[src/rtl/oped_pkg.sv]
// Shared types and constants for the OPED core: control FSM encoding,
// AXI-Stream TUSER field layout, AXI response codes and debug word layout.
package oped_pkg;

  typedef enum logic [2:0] {
    ST_IDLE = 3'd0,
    ST_WR   = 3'd1,
    ST_WB   = 3'd2,
    ST_RA   = 3'd3,
    ST_RD   = 3'd4,
    ST_RSP  = 3'd5
  } ctl_state_e;

  localparam int TUSER_LEN_LSB = 16;
  localparam int TUSER_LEN_W   = 16;
  localparam int TUSER_OPC_LSB = 0;
  localparam int TUSER_OPC_W   = 8;

  localparam logic [1:0] AXI_RESP_OKAY = 2'b00;

  localparam int DBG_CTL_LSB = 24;
  localparam int DBG_IN_LSB  = 16;
  localparam int DBG_OUT_LSB = 8;
  localparam int DBG_ERR_BIT = 3;

  function automatic logic [15:0] popcount4(input logic [3:0] s);
    return 16'(s[0]) + 16'(s[1]) + 16'(s[2]) + 16'(s[3]);
  endfunction

endpackage

[src/rtl/axis_reg_slice.sv]
// One-stage valid/ready register slice; full throughput when downstream is
// always ready. Ready is forced low while reset is asserted.
module axis_reg_slice #(
  parameter int W = 32
) (
  input  logic         clk_i,
  input  logic         rst_n_i,
  input  logic [W-1:0] in_data_i,
  input  logic         in_valid_i,
  output logic         in_ready_o,
  output logic [W-1:0] out_data_o,
  output logic         out_valid_o,
  input  logic         out_ready_i
);

  logic         valid_q, valid_d;
  logic [W-1:0] data_q, data_d;

  assign in_ready_o  = rst_n_i & (~valid_q | out_ready_i);
  assign out_valid_o = valid_q;
  assign out_data_o  = data_q;

  always_comb begin
    valid_d = valid_q;
    data_d  = data_q;
    if (in_valid_i && in_ready_o) begin
      valid_d = 1'b1;
      data_d  = in_data_i;
    end else if (out_ready_i) begin
      valid_d = 1'b0;
    end
  end

  always_ff @(posedge clk_i or negedge rst_n_i) begin
    if (!rst_n_i) begin
      valid_q <= 1'b0;
      data_q  <= '0;
    end else begin
      valid_q <= valid_d;
      data_q  <= data_d;
    end
  end

endmodule

[src/rtl/oped_v5_core.sv]
// OPED core: host control accesses bridged to AXI4-Lite, host ingress to
// AXI4-Stream master, AXI4-Stream slave back to host egress with byte count.
//
// state | meaning
// IDLE  | ready for a host control request
// WR    | AW and W channels outstanding
// WB    | waiting for write response
// RA    | AR channel outstanding
// RD    | waiting for read data
// RSP   | presenting response to host
module oped_v5_core
  import oped_pkg::*;
(
  input  logic        p125clk,
  input  logic        RST_N_p125rst,
  input  logic        host_req_valid,
  output logic        host_req_ready,
  input  logic        host_req_write,
  input  logic [31:0] host_req_addr,
  input  logic [31:0] host_req_data,
  input  logic [3:0]  host_req_strb,
  output logic        host_rsp_valid,
  input  logic        host_rsp_ready,
  output logic [31:0] host_rsp_data,
  output logic        host_rsp_err,
  output logic [31:0] axi4m_AWADDR,
  output logic [2:0]  axi4m_AWPROT,
  output logic        axi4m_AWVALID,
  input  logic        axi4m_AWREADY,
  output logic [31:0] axi4m_WDATA,
  output logic [3:0]  axi4m_WSTRB,
  output logic        axi4m_WVALID,
  input  logic        axi4m_WREADY,
  input  logic [1:0]  axi4m_BRESP,
  input  logic        axi4m_BVALID,
  output logic        axi4m_BREADY,
  output logic [31:0] axi4m_ARADDR,
  output logic [2:0]  axi4m_ARPROT,
  output logic        axi4m_ARVALID,
  input  logic        axi4m_ARREADY,
  input  logic [31:0] axi4m_RDATA,
  input  logic [1:0]  axi4m_RRESP,
  input  logic        axi4m_RVALID,
  output logic        axi4m_RREADY,
  input  logic [31:0] host_in_data,
  input  logic [7:0]  host_in_opcode,
  input  logic [15:0] host_in_len,
  input  logic        host_in_last,
  input  logic        host_in_valid,
  output logic        host_in_ready,
  output logic [31:0] axisM_TDATA,
  output logic [3:0]  axisM_TSTRB,
  output logic [31:0] axisM_TUSER,
  output logic        axisM_TLAST,
  output logic        axisM_TVALID,
  input  logic        axisM_TREADY,
  input  logic [31:0] axisS_TDATA,
  input  logic [3:0]  axisS_TSTRB,
  input  logic [31:0] axisS_TUSER,
  input  logic        axisS_TLAST,
  input  logic        axisS_TVALID,
  output logic        axisS_TREADY,
  output logic [31:0] host_out_data,
  output logic [7:0]  host_out_opcode,
  output logic [15:0] host_out_len,
  output logic        host_out_last,
  output logic        host_out_valid,
  input  logic        host_out_ready,
  output logic [31:0] debug
);

  ctl_state_e  state_q, state_d;
  logic [31:0] addr_q, addr_d;
  logic [31:0] wdata_q, wdata_d;
  logic [3:0]  strb_q, strb_d;
  logic        aw_pend_q, aw_pend_d;
  logic        w_pend_q, w_pend_d;
  logic [31:0] rsp_data_q, rsp_data_d;
  logic        rsp_err_q, rsp_err_d;
  logic        sticky_q, sticky_d;
  logic [7:0]  cnt_ctl_q, cnt_ctl_d;
  logic [7:0]  cnt_in_q, cnt_out_q;

  assign host_req_ready = RST_N_p125rst & (state_q == ST_IDLE);
  assign host_rsp_valid = (state_q == ST_RSP);
  assign host_rsp_data  = rsp_data_q;
  assign host_rsp_err   = rsp_err_q;
  assign axi4m_AWADDR   = addr_q;
  assign axi4m_AWPROT   = 3'b000;
  assign axi4m_AWVALID  = (state_q == ST_WR) & aw_pend_q;
  assign axi4m_WDATA    = wdata_q;
  assign axi4m_WSTRB    = strb_q;
  assign axi4m_WVALID   = (state_q == ST_WR) & w_pend_q;
  assign axi4m_BREADY   = (state_q == ST_WB);
  assign axi4m_ARADDR   = addr_q;
  assign axi4m_ARPROT   = 3'b000;
  assign axi4m_ARVALID  = (state_q == ST_RA);
  assign axi4m_RREADY   = (state_q == ST_RD);

  always_comb begin
    state_d    = state_q;
    addr_d     = addr_q;
    wdata_d    = wdata_q;
    strb_d     = strb_q;
    aw_pend_d  = aw_pend_q;
    w_pend_d   = w_pend_q;
    rsp_data_d = rsp_data_q;
    rsp_err_d  = rsp_err_q;
    sticky_d   = sticky_q;
    cnt_ctl_d  = cnt_ctl_q;
    case (state_q)
      ST_IDLE: begin
        if (host_req_valid) begin
          addr_d    = host_req_addr;
          wdata_d   = host_req_data;
          strb_d    = host_req_strb;
          aw_pend_d = 1'b1;
          w_pend_d  = 1'b1;
          state_d   = host_req_write ? ST_WR : ST_RA;
        end
      end
      ST_WR: begin
        if (aw_pend_q && axi4m_AWREADY) aw_pend_d = 1'b0;
        if (w_pend_q && axi4m_WREADY)   w_pend_d  = 1'b0;
        if (!aw_pend_d && !w_pend_d)    state_d   = ST_WB;
      end
      ST_WB: begin
        if (axi4m_BVALID) begin
          rsp_data_d = '0;
          rsp_err_d  = (axi4m_BRESP != AXI_RESP_OKAY);
          sticky_d   = sticky_q | (axi4m_BRESP != AXI_RESP_OKAY);
          state_d    = ST_RSP;
        end
      end
      ST_RA: begin
        if (axi4m_ARREADY) state_d = ST_RD;
      end
      ST_RD: begin
        if (axi4m_RVALID) begin
          rsp_data_d = axi4m_RDATA;
          rsp_err_d  = (axi4m_RRESP != AXI_RESP_OKAY);
          sticky_d   = sticky_q | (axi4m_RRESP != AXI_RESP_OKAY);
          state_d    = ST_RSP;
        end
      end
      ST_RSP: begin
        if (host_rsp_ready) begin
          cnt_ctl_d = cnt_ctl_q + 8'd1;
          state_d   = ST_IDLE;
        end
      end
      default: state_d = ST_IDLE;
    endcase
  end

  always_ff @(posedge p125clk or negedge RST_N_p125rst) begin
    if (!RST_N_p125rst) begin
      state_q    <= ST_IDLE;
      addr_q     <= '0;
      wdata_q    <= '0;
      strb_q     <= '0;
      aw_pend_q  <= 1'b0;
      w_pend_q   <= 1'b0;
      rsp_data_q <= '0;
      rsp_err_q  <= 1'b0;
      sticky_q   <= 1'b0;
      cnt_ctl_q  <= '0;
    end else begin
      state_q    <= state_d;
      addr_q     <= addr_d;
      wdata_q    <= wdata_d;
      strb_q     <= strb_d;
      aw_pend_q  <= aw_pend_d;
      w_pend_q   <= w_pend_d;
      rsp_data_q <= rsp_data_d;
      rsp_err_q  <= rsp_err_d;
      sticky_q   <= sticky_d;
      cnt_ctl_q  <= cnt_ctl_d;
    end
  end

  // Ingress: TSTRB rides in the payload so it reads 0 while the slice is reset.
  logic [31:0] ing_tuser;
  logic [68:0] ing_pl_in, ing_pl_out;

  always_comb begin
    ing_tuser = '0;
    ing_tuser[TUSER_LEN_LSB +: TUSER_LEN_W] = host_in_len;
    ing_tuser[TUSER_OPC_LSB +: TUSER_OPC_W] = host_in_opcode;
  end

  assign ing_pl_in = {host_in_data, ing_tuser, 4'hF, host_in_last};

  axis_reg_slice #(.W(69)) u_ing_slice (
    .clk_i       (p125clk),
    .rst_n_i     (RST_N_p125rst),
    .in_data_i   (ing_pl_in),
    .in_valid_i  (host_in_valid),
    .in_ready_o  (host_in_ready),
    .out_data_o  (ing_pl_out),
    .out_valid_o (axisM_TVALID),
    .out_ready_i (axisM_TREADY)
  );

  assign {axisM_TDATA, axisM_TUSER, axisM_TSTRB, axisM_TLAST} = ing_pl_out;

  // Egress: byte count and opcode are resolved before the slice so they
  // travel with the beat they describe.
  logic        eg_first_q, eg_first_d;
  logic [7:0]  eg_opc_q, eg_opc_d;
  logic [15:0] eg_cnt_q, eg_cnt_d;
  logic [7:0]  eg_opc_in;
  logic [15:0] eg_len_in;
  logic [56:0] eg_pl_in, eg_pl_out;
  logic        eg_hs;
  logic        unused_tuser;

  assign unused_tuser = ^axisS_TUSER[31:TUSER_OPC_W];
  assign eg_opc_in    = eg_first_q ? axisS_TUSER[TUSER_OPC_LSB +: TUSER_OPC_W] : eg_opc_q;
  assign eg_len_in    = eg_cnt_q + popcount4(axisS_TSTRB);
  assign eg_hs        = axisS_TVALID & axisS_TREADY;
  assign eg_pl_in     = {axisS_TDATA, eg_opc_in, eg_len_in, axisS_TLAST};

  always_comb begin
    eg_first_d = eg_first_q;
    eg_opc_d   = eg_opc_q;
    eg_cnt_d   = eg_cnt_q;
    if (eg_hs) begin
      eg_opc_d = eg_opc_in;
      if (axisS_TLAST) begin
        eg_first_d = 1'b1;
        eg_cnt_d   = '0;
      end else begin
        eg_first_d = 1'b0;
        eg_cnt_d   = eg_len_in;
      end
    end
  end

  always_ff @(posedge p125clk or negedge RST_N_p125rst) begin
    if (!RST_N_p125rst) begin
      eg_first_q <= 1'b1;
      eg_opc_q   <= '0;
      eg_cnt_q   <= '0;
    end else begin
      eg_first_q <= eg_first_d;
      eg_opc_q   <= eg_opc_d;
      eg_cnt_q   <= eg_cnt_d;
    end
  end

  axis_reg_slice #(.W(57)) u_eg_slice (
    .clk_i       (p125clk),
    .rst_n_i     (RST_N_p125rst),
    .in_data_i   (eg_pl_in),
    .in_valid_i  (axisS_TVALID),
    .in_ready_o  (axisS_TREADY),
    .out_data_o  (eg_pl_out),
    .out_valid_o (host_out_valid),
    .out_ready_i (host_out_ready)
  );

  assign {host_out_data, host_out_opcode, host_out_len, host_out_last} = eg_pl_out;

  always_ff @(posedge p125clk or negedge RST_N_p125rst) begin
    if (!RST_N_p125rst) begin
      cnt_in_q  <= '0;
      cnt_out_q <= '0;
    end else begin
      if (axisM_TVALID && axisM_TREADY && axisM_TLAST)     cnt_in_q  <= cnt_in_q + 8'd1;
      if (host_out_valid && host_out_ready && host_out_last) cnt_out_q <= cnt_out_q + 8'd1;
    end
  end

  always_comb begin
    debug = '0;
    debug[DBG_CTL_LSB +: 8] = cnt_ctl_q;
    debug[DBG_IN_LSB +: 8]  = cnt_in_q;
    debug[DBG_OUT_LSB +: 8] = cnt_out_q;
    debug[DBG_ERR_BIT]      = sticky_q;
    debug[2:0]              = state_q;
  end

endmodule

[config.mk]
export PLATFORM = sky130hd
export DESIGN_NAME = oped_v5_core
export DESIGN_NICKNAME = d
export VERILOG_FILES = /design/src/rtl/oped_pkg.sv /design/src/rtl/axis_reg_slice.sv /design/src/rtl/oped_v5_core.sv
export SDC_FILE = /design/constraint.sdc
export NUM_CORES = 1
export LEC_CHECK = 0
export CAP_MARGIN = 20
export CORE_AREA = 3 3 211 213
export DETAILED_ROUTE_END_ITERATION = 12
export DIE_AREA = 0 0 214 216
export GPL_TIMING_DRIVEN = 0
export PLACE_DENSITY = 0.56
export SLEW_MARGIN = 20
export SYNTH_ARGS = -nofsm -noshare
export SYNTH_HDL_FRONTEND = slang
export SYNTH_SLANG_ARGS = --single-unit
[constraint.sdc]
create_clock -name p125clk -period 2.3 [get_ports p125clk]
set_clock_uncertainty 0.1 [all_clocks]
set_input_delay 0.46 -clock p125clk [delete_from_list [all_inputs] [get_ports p125clk]]
set_output_delay 0.46 -clock p125clk [all_outputs]
set_load 0.01 [all_outputs]
==> results.tsv, run 1 <==
stage	metric	value	unit
clock_network	cts_sinks	265	
placement	quantity_of_i_o_buffers_inserted_on_ports	509	
setup_path	worst_setup_path_end_kind	flip-flop	
clock_network	ctsRootBufferMaster	sky130_fd_sc_hd__clkbuf_16	
setup_path	cpPeakStageDelay	540	ps
global_routing	largest_net_degree_at_the_start_of_global_routing	48	
finish	areaGrowthSynthToFinish	68.27	%
finish	layout.nets	1788	
die	die_area	46220	um^2
drt	drt_pass1_iterations	4	
die	floorplan.io_pins	552	
drt	drt_iter0_markers	443	
setup_path	timing.critical_path.buf_inv	4	
sta	slew_headroom	42.65	%
sta	final_worst_path_cycle_share	101.5	%
placement	gp_routability_congestion	0.8326	
sta	setup_violations	3	
synth	ys_ff_latch	265	
die	placement_rows	76	
drt	count_of_antenna_violating_nets_left_after_detailed_routing	0	
drt	vias	9148	
setup_path	crit_required	2670	ps
synth	library_cell_occupying_the_most_area_in_the_post_synthesis_netlist	sky130_fd_sc_hd__dfrtp_1	
synth	async_flop_share	100.0	%
clock_network	path_clk_slew	60	ps
setup_path	critical-path-slowest-cell	sky130_fd_sc_hd__fa_1	
setup_path	timing.setup.critical_path_class	in2reg	
synth	synth.yosys.warnings	0	
global_routing	grt_first_pass_wirelength	60830	um
synth	postSynthCellCount	945	
placement	place.detailed.hpwl	29790	um
setup_path	r2r_start	state_q[1]$_DFFE_PN0P_	
synth	postSynth.topFlopCell	sky130_fd_sc_hd__dfrtp_1	
die	core_area	42890	um^2
global_routing	grt_remaining_overflow	0	
clock_network	worst_skew_late_latency	560	ps
run	max_cap_violations	0	
setup_path	worst_path_dominant_cell_family	adder cells	
synth	synthTopCellsByArea	sky130_fd_sc_hd__dfrtp_1, sky130_fd_sc_hd__mux2_2, sky130_fd_sc_hd__nand2_1	
finish	final_common_cell	sky130_fd_sc_hd__clkdlybuf4s50_1	
drt	routed_wirelength	40350	um
setup_path	timing.critical_path.fanout_max	6	
die	die_width	214	um
pwr	static_leak	0.008098	uW
die	starting_density_of_the_core	26.00	%
synth	synth_largest_type_area_fraction	59.25	%
finish	post-route-util	43.75	%
setup_path	cp-start-kind	input port	
sta	slew_violations	0	
synth	netlist_area	11150	um^2
synth	post_synth_edffs	0	
finish	final_area	18760	um^2
sta	rsz0062_at_grt	yes	
clock_network	cts_max_path_buffers	3	
hold_path	worst_hold_startpoint	RST_N_p125rst	
global_routing	number_of_antenna_violations_at_the_first_check_in_global_routing	0	
finish	final_layout_size_suffix_gt1_share	20.61	%
global_routing	number_of_global_route_vias_before_repair	9503	
drt	via_per_inst	4.259	
drt	detail_route.drc_violations	0	
sta	fmaxAchievable	0.4285	GHz
synth	synth.avg_cell_area	11.80	um^2
clock_network	cts_tree	built	
sta	post-route-min-period	2334	ps
sta	hold_viol_final	0	
pwr	power_per_cell_area	1103	nW/um^2
finish	layout.cells.most_common_list	sky130_fd_sc_hd__clkdlybuf4s50_1, sky130_fd_sc_hd__dfrtp_1, sky130_fd_sc_hd__nand2_1, sky130_fd_sc_hd__mux2_2, sky130_fd_sc_hd__buf_4	
pwr	vdd_drop_max	0.0005358	V
sta	final_critical_path_setup_slack	-33.90	ps
placement	placedInstanceArea	17110	um^2
synth	ys_types	54	
clock_network	depth_of_the_cts_h_tree	1	
status	violations	setup timing	
clock_network	cts_buffers	31	
hold_path	worstHoldPathType	in2reg	
synth	synth-seq-area-share	59.49	%
drt	drt-wirelength-per-cell	18.78	um
global_routing	grt_use_total	16.94	%
setup_path	worst_ep_arrival_time	2700	ps
setup_path	timing.critical_path.cells	buf_6, fa_1, inv_2, fa_2, inv_2, fa_2, and3_4, nand4_1, buf_6, or3_4, a31oi_1	
setup_path	crit_start	axisS_TSTRB[0]	
sta	max_slew.worst_pin.slew	853.6	ps
status	status	finished with violations	
die	floorplan.die.height	216	um
timing repair:
item,CTS,global route
cloned,4,1
resized for setup,58,18
hold buffers,11,0
setup endpoints to repair,118,40
buffers inserted,10,6
hold endpoints to repair,106,0
pin swaps,7,14
routing by layer:
metal	GRT usage [%]	share of wire [%]	vias to the layer above
met2	29.31	49	340
met4	4.287	2.1	0
li1	-	-	4311
met3	4.830	7.5	43
met1	20.86	41	4454
met5	0	0	-
power by group:
group          total (uW)  switching [uW]  internal [uW]
Sequential           7050             974           6070
Clock                5300            1960           3340
Combinational        8360            3400           4960
Total               20700            6330          14400
synthesized netlist by cell type (3+ instances only):
cell / count
sky130_fd_sc_hd__inv_1: 43
sky130_fd_sc_hd__nor3_1: 3
sky130_fd_sc_hd__nor2b_1: 5
sky130_fd_sc_hd__nor2_1: 13
sky130_fd_sc_hd__nand2b_1: 5
sky130_fd_sc_hd__fa_1: 3
sky130_fd_sc_hd__buf_4: 58
sky130_fd_sc_hd__dfrtp_1: 264
sky130_fd_sc_hd__or3_1: 6
sky130_fd_sc_hd__nand4_1: 9
sky130_fd_sc_hd__a21oi_1: 8
sky130_fd_sc_hd__o31ai_1: 3
sky130_fd_sc_hd__mux2_2: 134
sky130_fd_sc_hd__ha_1: 4
sky130_fd_sc_hd__and2_1: 4
sky130_fd_sc_hd__buf_2: 19
sky130_fd_sc_hd__nand2_1: 149
sky130_fd_sc_hd__clkbuf_1: 19
sky130_fd_sc_hd__nand3_1: 47
sky130_fd_sc_hd__and3_1: 11
sky130_fd_sc_hd__o21ai_0: 59
sky130_fd_sc_hd__o211ai_1: 3
sky130_fd_sc_hd__and4_1: 3
sky130_fd_sc_hd__xor2_1: 8
sky130_fd_sc_hd__xnor2_1: 24
sky130_fd_sc_hd__a31oi_1: 4
metrics by stage:
step / std cells / total power, uW / hold slack [ps] / setup slack (ps) / setup TNS, ps
floorplan: 962 / 10320 / 64.41 / -530.5 / -4752
global placement: 2056 / 15260 / 350.4 / -11560 / -4517000
detailed placement: 2058 / 15330 / 353.6 / -1232 / -106670
CTS: 2140 / 20970 / 224.2 / 0.1510 / 0
global route: 2147 / 21860 / 263.6 / -133.5 / -456.2
finish: 2148 / 20700 / 277.2 / -33.90 / -68.09
state kept, by name (all words and copies together), names as in the netlist:
| name | cells |
|---|---|
| u_eg_slice.out_data_o | 57 |
| eg_cnt_q | 16 |
| w_pend_q | 1 |
| axi4m_WDATA | 32 |
| sticky_q | 1 |
| cnt_out_q | 8 |
| state_q | 3 |
| cnt_ctl_q | 8 |
| eg_first_q | 1 |
| u_ing_slice.out_data_o | 58 |
| axi4m_ARADDR | 32 |
| cnt_in_q | 8 |
| host_rsp_err | 1 |
| aw_pend_q | 1 |
| u_eg_slice.out_valid_o | 1 |
| axi4m_WSTRB | 4 |
| u_ing_slice.out_valid_o | 1 |
| host_rsp_data | 32 |
worst paths after layout:
kind | cells past startpoint | slack (ps) | to
max | 11 | -30 | u_eg_slice.out_data_o[15]$_DFFE_PN0P_
min | 4 | 280 | u_eg_slice.out_valid_o$_DFFE_PN0P_
max reg2reg | 6 | 140 | axi4m_WDATA[7]$_DFFE_PN0P_
min reg2reg | 1 | 360 | sticky_q$_DFFE_PN0P_
max in group asynchronous | 3 | 960 | state_q[0]$_DFFE_PN0P_
min in group asynchronous | 3 | 520 | u_ing_slice.out_data_o[46]$_DFFE_PN0P_
tightest hold or removal path, cell delays in order:
cell and delay, ps:
sky130_fd_sc_hd__buf_16 120, sky130_fd_sc_hd__buf_16 130, sky130_fd_sc_hd__nand2_1 100, sky130_fd_sc_hd__nand2_1 80
logic make-up after synthesis:
logic type	after synthesis	share of synthesized area (%)
flip-flops	265	59.49
AND/OR/NAND/NOR	265	11.01
buffers and inverters	142	7.014
multiplexers	136	13.72
AO/OA/AOI/OAI	97	5.229
XOR/XNOR	32	2.514
adder cells (fa/ha/maj)	7	0.9876
other	1	0.03363
final cells by class:
cell class	count	area (um^2)
Clock inverter	12	214.0
Buffer	96	628.1
Inverter	45	171.4
Multi-Input combinational cell	555	3876
Sequential cell	265	6635
Fill cell	4096	24120
Tap cell	585	732.0
Timing Repair Buffer	543	5610
Antenna cell	1	2.502
Clock buffer	46	892.1
Note: power is estimated with default switching activity, not from simulation.
==> inputs of run 2 (changes only) <==
--- a/config.mk
+++ b/config.mk
@@ -10,7 +10,7 @@
 export DETAILED_ROUTE_END_ITERATION = 12
 export DIE_AREA = 0 0 214 216
 export GPL_TIMING_DRIVEN = 0
-export PLACE_DENSITY = 0.56
+export PLACE_DENSITY = 0.54
 export SLEW_MARGIN = 20
 export SYNTH_ARGS = -nofsm -noshare
 export SYNTH_HDL_FRONTEND = slang
==> constraint.sdc (replaced) <==
create_clock -name p125clk -period 2.4 [get_ports p125clk]
set_clock_uncertainty 0.1 [all_clocks]
set_input_delay 0.48 -clock p125clk [delete_from_list [all_inputs] [get_ports p125clk]]
set_output_delay 0.48 -clock p125clk [all_outputs]
set_load 0.01 [all_outputs]
==> run 2 against run 1 <==
  * The flow still finishes with violations (setup timing)
  * Sequential share of layout area increased by 0.12 points
  * Setup slack improved by 6.8 ps
  * Clock power decreased by 0.9%
  * Clock-buffer cell count up 4
  * Non-clock buffer count is 6 lower
  * Die area unchanged
  * Final area is 0.35% lower
  * Sequential power fell by 4.5%
  * Critical path type unchanged
  * Largest power group unchanged
  * Global-route usage is 0.33 points lower
  * Flip-flop and latch count stayed put
==> results.tsv, run 2 (synthesized netlist as in run 1, its figures left out) <==
stage	metric	value	unit
drt	count_of_antenna_violating_nets_left_after_detailed_routing	0	
placement	gp_routability_congestion	0.8163	
die	die_width	214	um
finish	antenna-diode-count	0	
global_routing	grt_first_pass_wirelength	59680	um
global_routing	grt_use_total	16.61	%
sta	max_slew.worst_pin.slew	731.1	ps
placement	quantity_of_i_o_buffers_inserted_on_ports	509	
die	starting_density_of_the_core	26.00	%
die	floorplan.die.height	216	um
hold_path	worstHoldPathType	in2async	
finish	layout.filler_cells	4104	
finish	layout.cells.most_common_list	sky130_fd_sc_hd__clkdlybuf4s50_1, sky130_fd_sc_hd__dfrtp_1, sky130_fd_sc_hd__nand2_1, sky130_fd_sc_hd__mux2_2, sky130_fd_sc_hd__buf_4	
setup_path	worst_setup_path_end_kind	flip-flop	
drt	detail_route.drc_violations	0	
pwr	static_leak	0.008066	uW
sta	rsz0062_at_grt	yes	
run	max_cap_violations	0	
clock_network	cts_buffers	34	
sta	post-route-min-period	2427	ps
die	die_area	46220	um^2
clock_network	ctsRootBufferMaster	sky130_fd_sc_hd__clkbuf_16	
status	violations	setup timing	
sta	slew_violations	0	
finish	multiInputGateArea	3862	um^2
finish	final_area	18700	um^2
global_routing	number_of_antenna_violations_at_the_first_check_in_global_routing	3	
sta	hold_viol_final	0	
clock_network	cts_tree	built	
finish	final_common_cell	sky130_fd_sc_hd__clkdlybuf4s50_1	
die	floorplan.io_pins	552	
global_routing	grt_remaining_overflow	0	
sta	final_critical_path_setup_slack	-27.08	ps
die	placement_rows	76	
finish	areaGrowthSynthToFinish	67.69	%
setup_path	timing.setup.critical_path_class	in2reg	
die	core_area	42890	um^2
drt	via_per_inst	4.253	
clock_network	cts_sinks	265	
clock_network	cts_max_path_buffers	3	
finish	layout.nets	1785	
setup_path	worst_ep_arrival_time	2760	ps
finish	final_instance_count_without_filler_cells	2144	
drt	vias	9119	
finish	layout.area.seq	6634	um^2
global_routing	number_of_global_route_vias_before_repair	9547	
placement	place.detailed.hpwl	29400	um
sta	final_worst_path_cycle_share	101.1	%
sta	setup_violations	2	
drt	drt_iter0_markers	385	
setup_path	timing.critical_path.fanout_max	7	
drt	drt-wirelength-per-cell	18.33	um
drt	drt_pass1_iterations	4	
clock_network	worst_skew_late_latency	520	ps
sta	fmaxAchievable	0.4120	GHz
drt	routed_wirelength	39290	um
clock_network	depth_of_the_cts_h_tree	2	
sta	slew_headroom	50.88	%
finish	final_layout_size_suffix_gt1_share	20.65	%
pwr	fin_total_pwr	19880	uW
setup_path	cp-start-kind	input port	
status	status	finished with violations	
pwr	power_per_cell_area	1063	nW/um^2
setup_path	crit_required	2730	ps
finish	largest_register_ffs	58	
clock_network	path_clk_slew	60	ps
finish	post-route-util	43.60	%
sta	tns	-35.56	ps
pwr	vdd_drop_max	0.0005319	V
placement	post-place-cells	2059	
global_routing	largest_net_degree_at_the_start_of_global_routing	74	
placement	placedInstanceArea	17140	um^2
==> run 2: cell count changes in the layout (fill, tap and decap cells not counted), moves of 3 or more <==
| cell | previous run | this run |
|---|---|---|
| sky130_fd_sc_hd__buf_16 | 8 | 4 |
| sky130_fd_sc_hd__clkbuf_16 | 31 | 37 |
| sky130_fd_sc_hd__clkbuf_1 | 27 | 23 |
| sky130_fd_sc_hd__bufinv_16 | 6 | 2 |
| sky130_fd_sc_hd__buf_12 | 1 | 6 |
| sky130_fd_sc_hd__buf_6 | 8 | 3 |
| sky130_fd_sc_hd__clkinvlp_4 | 0 | 3 |
==> run 2: final timing paths <==
kind                                         start                                      to  slack, ps  cells after the start
setup reg to reg           eg_cnt_q[0]$_DFFE_PN0P_   u_eg_slice.out_data_o[15]$_DFFE_PN0P_        230                      8
hold / removal                       RST_N_p125rst  u_ing_slice.out_data_o[33]$_DFFE_PN0P_         40                      4
max in group asynchronous            RST_N_p125rst                cnt_ctl_q[0]$_DFFE_PN0P_       1240                      3
setup / recovery                    axisS_TSTRB[0]   u_eg_slice.out_data_o[15]$_DFFE_PN0P_        -30                     10
hold reg to reg             eg_first_q$_DFFE_PN1P_                  eg_first_q$_DFFE_PN1P_        370                      2
min in group p125clk        eg_first_q$_DFFE_PN1P_                  eg_first_q$_DFFE_PN1P_        370                      2
==> run 2: layer usage <==
| layer | vias to the layer above | GRT usage [%] | part of all wire, % |
|---|---|---|---|
| li1 | 4303 | - | - |
| met1 | 4430 | 19.18 | 40 |
| met2 | 331 | 28.67 | 49 |
| met3 | 49 | 6.519 | 8.9 |
| met4 | 6 | 4.689 | 2.0 |
| met5 | - | 0 | 0.12 |
==> run 2: stage by stage <==
stage / hold slack (ps) / worst slack (ps)
CTS: 8.086 / -35.73
global placement: 351.1 / -11710
global route: 24.92 / -163.6
detailed placement: 354.3 / -1154
finish: 40.04 / -27.08
floorplan: 84.41 / -450.5
==> run 2: final cells by class <==
type | instances | share of cell area (%)
buffer | 96 | 3.319
clock buffer | 50 | 5.641
clock inverter | 11 | 0.6023
inverter | 45 | 0.9034
multi-input combinational | 555 | 20.66
sequential | 265 | 35.48
tap | 585 | 3.915
timing repair buffer | 537 | 29.48
==> run 2: what timing repair did <==
item / in CTS / in global routing
setup buffers: 10 / 3
setup endpoints to repair: 78 / 15
gates resized for setup: 45 / 14
endpoints found under the hold margin: 124 / 0
hold buffers: 9 / 0
pin swaps: 7 / 4
cloned: 3 / 0
==> run 2: where the power goes <==
group	internal (uW)	switching (uW)	leakage [uW]	total [uW]
Clock	3260	1980	0.000572	5250
Combinational	4680	3230	0.00420	7910
Sequential	5820	910	0.00329	6730
Total	13800	6120	0.00807	19900
==> run 2: worst max-delay path, stage by stage <==
cell and delay (ps):
sky130_fd_sc_hd__buf_6 90, sky130_fd_sc_hd__fa_1 560, sky130_fd_sc_hd__inv_2 50, sky130_fd_sc_hd__fa_2 340, sky130_fd_sc_hd__inv_2 60, sky130_fd_sc_hd__fa_2 190
sky130_fd_sc_hd__and3_4 180, sky130_fd_sc_hd__nand4_1 230, sky130_fd_sc_hd__or3_1 400, sky130_fd_sc_hd__a31oi_1 170
==> inputs of run 3 (changes only) <==
--- a/config.mk
+++ b/config.mk
@@ -5,6 +5,7 @@
 export SDC_FILE = /design/constraint.sdc
 export NUM_CORES = 1
 export LEC_CHECK = 0
+export ABC_CLOCK_PERIOD_IN_PS = 2400
 export CAP_MARGIN = 20
 export CORE_AREA = 3 3 211 213
 export DETAILED_ROUTE_END_ITERATION = 12
==> results of run 3 <==
No change in the layout: final DEF, timing and power equal those of run 2.
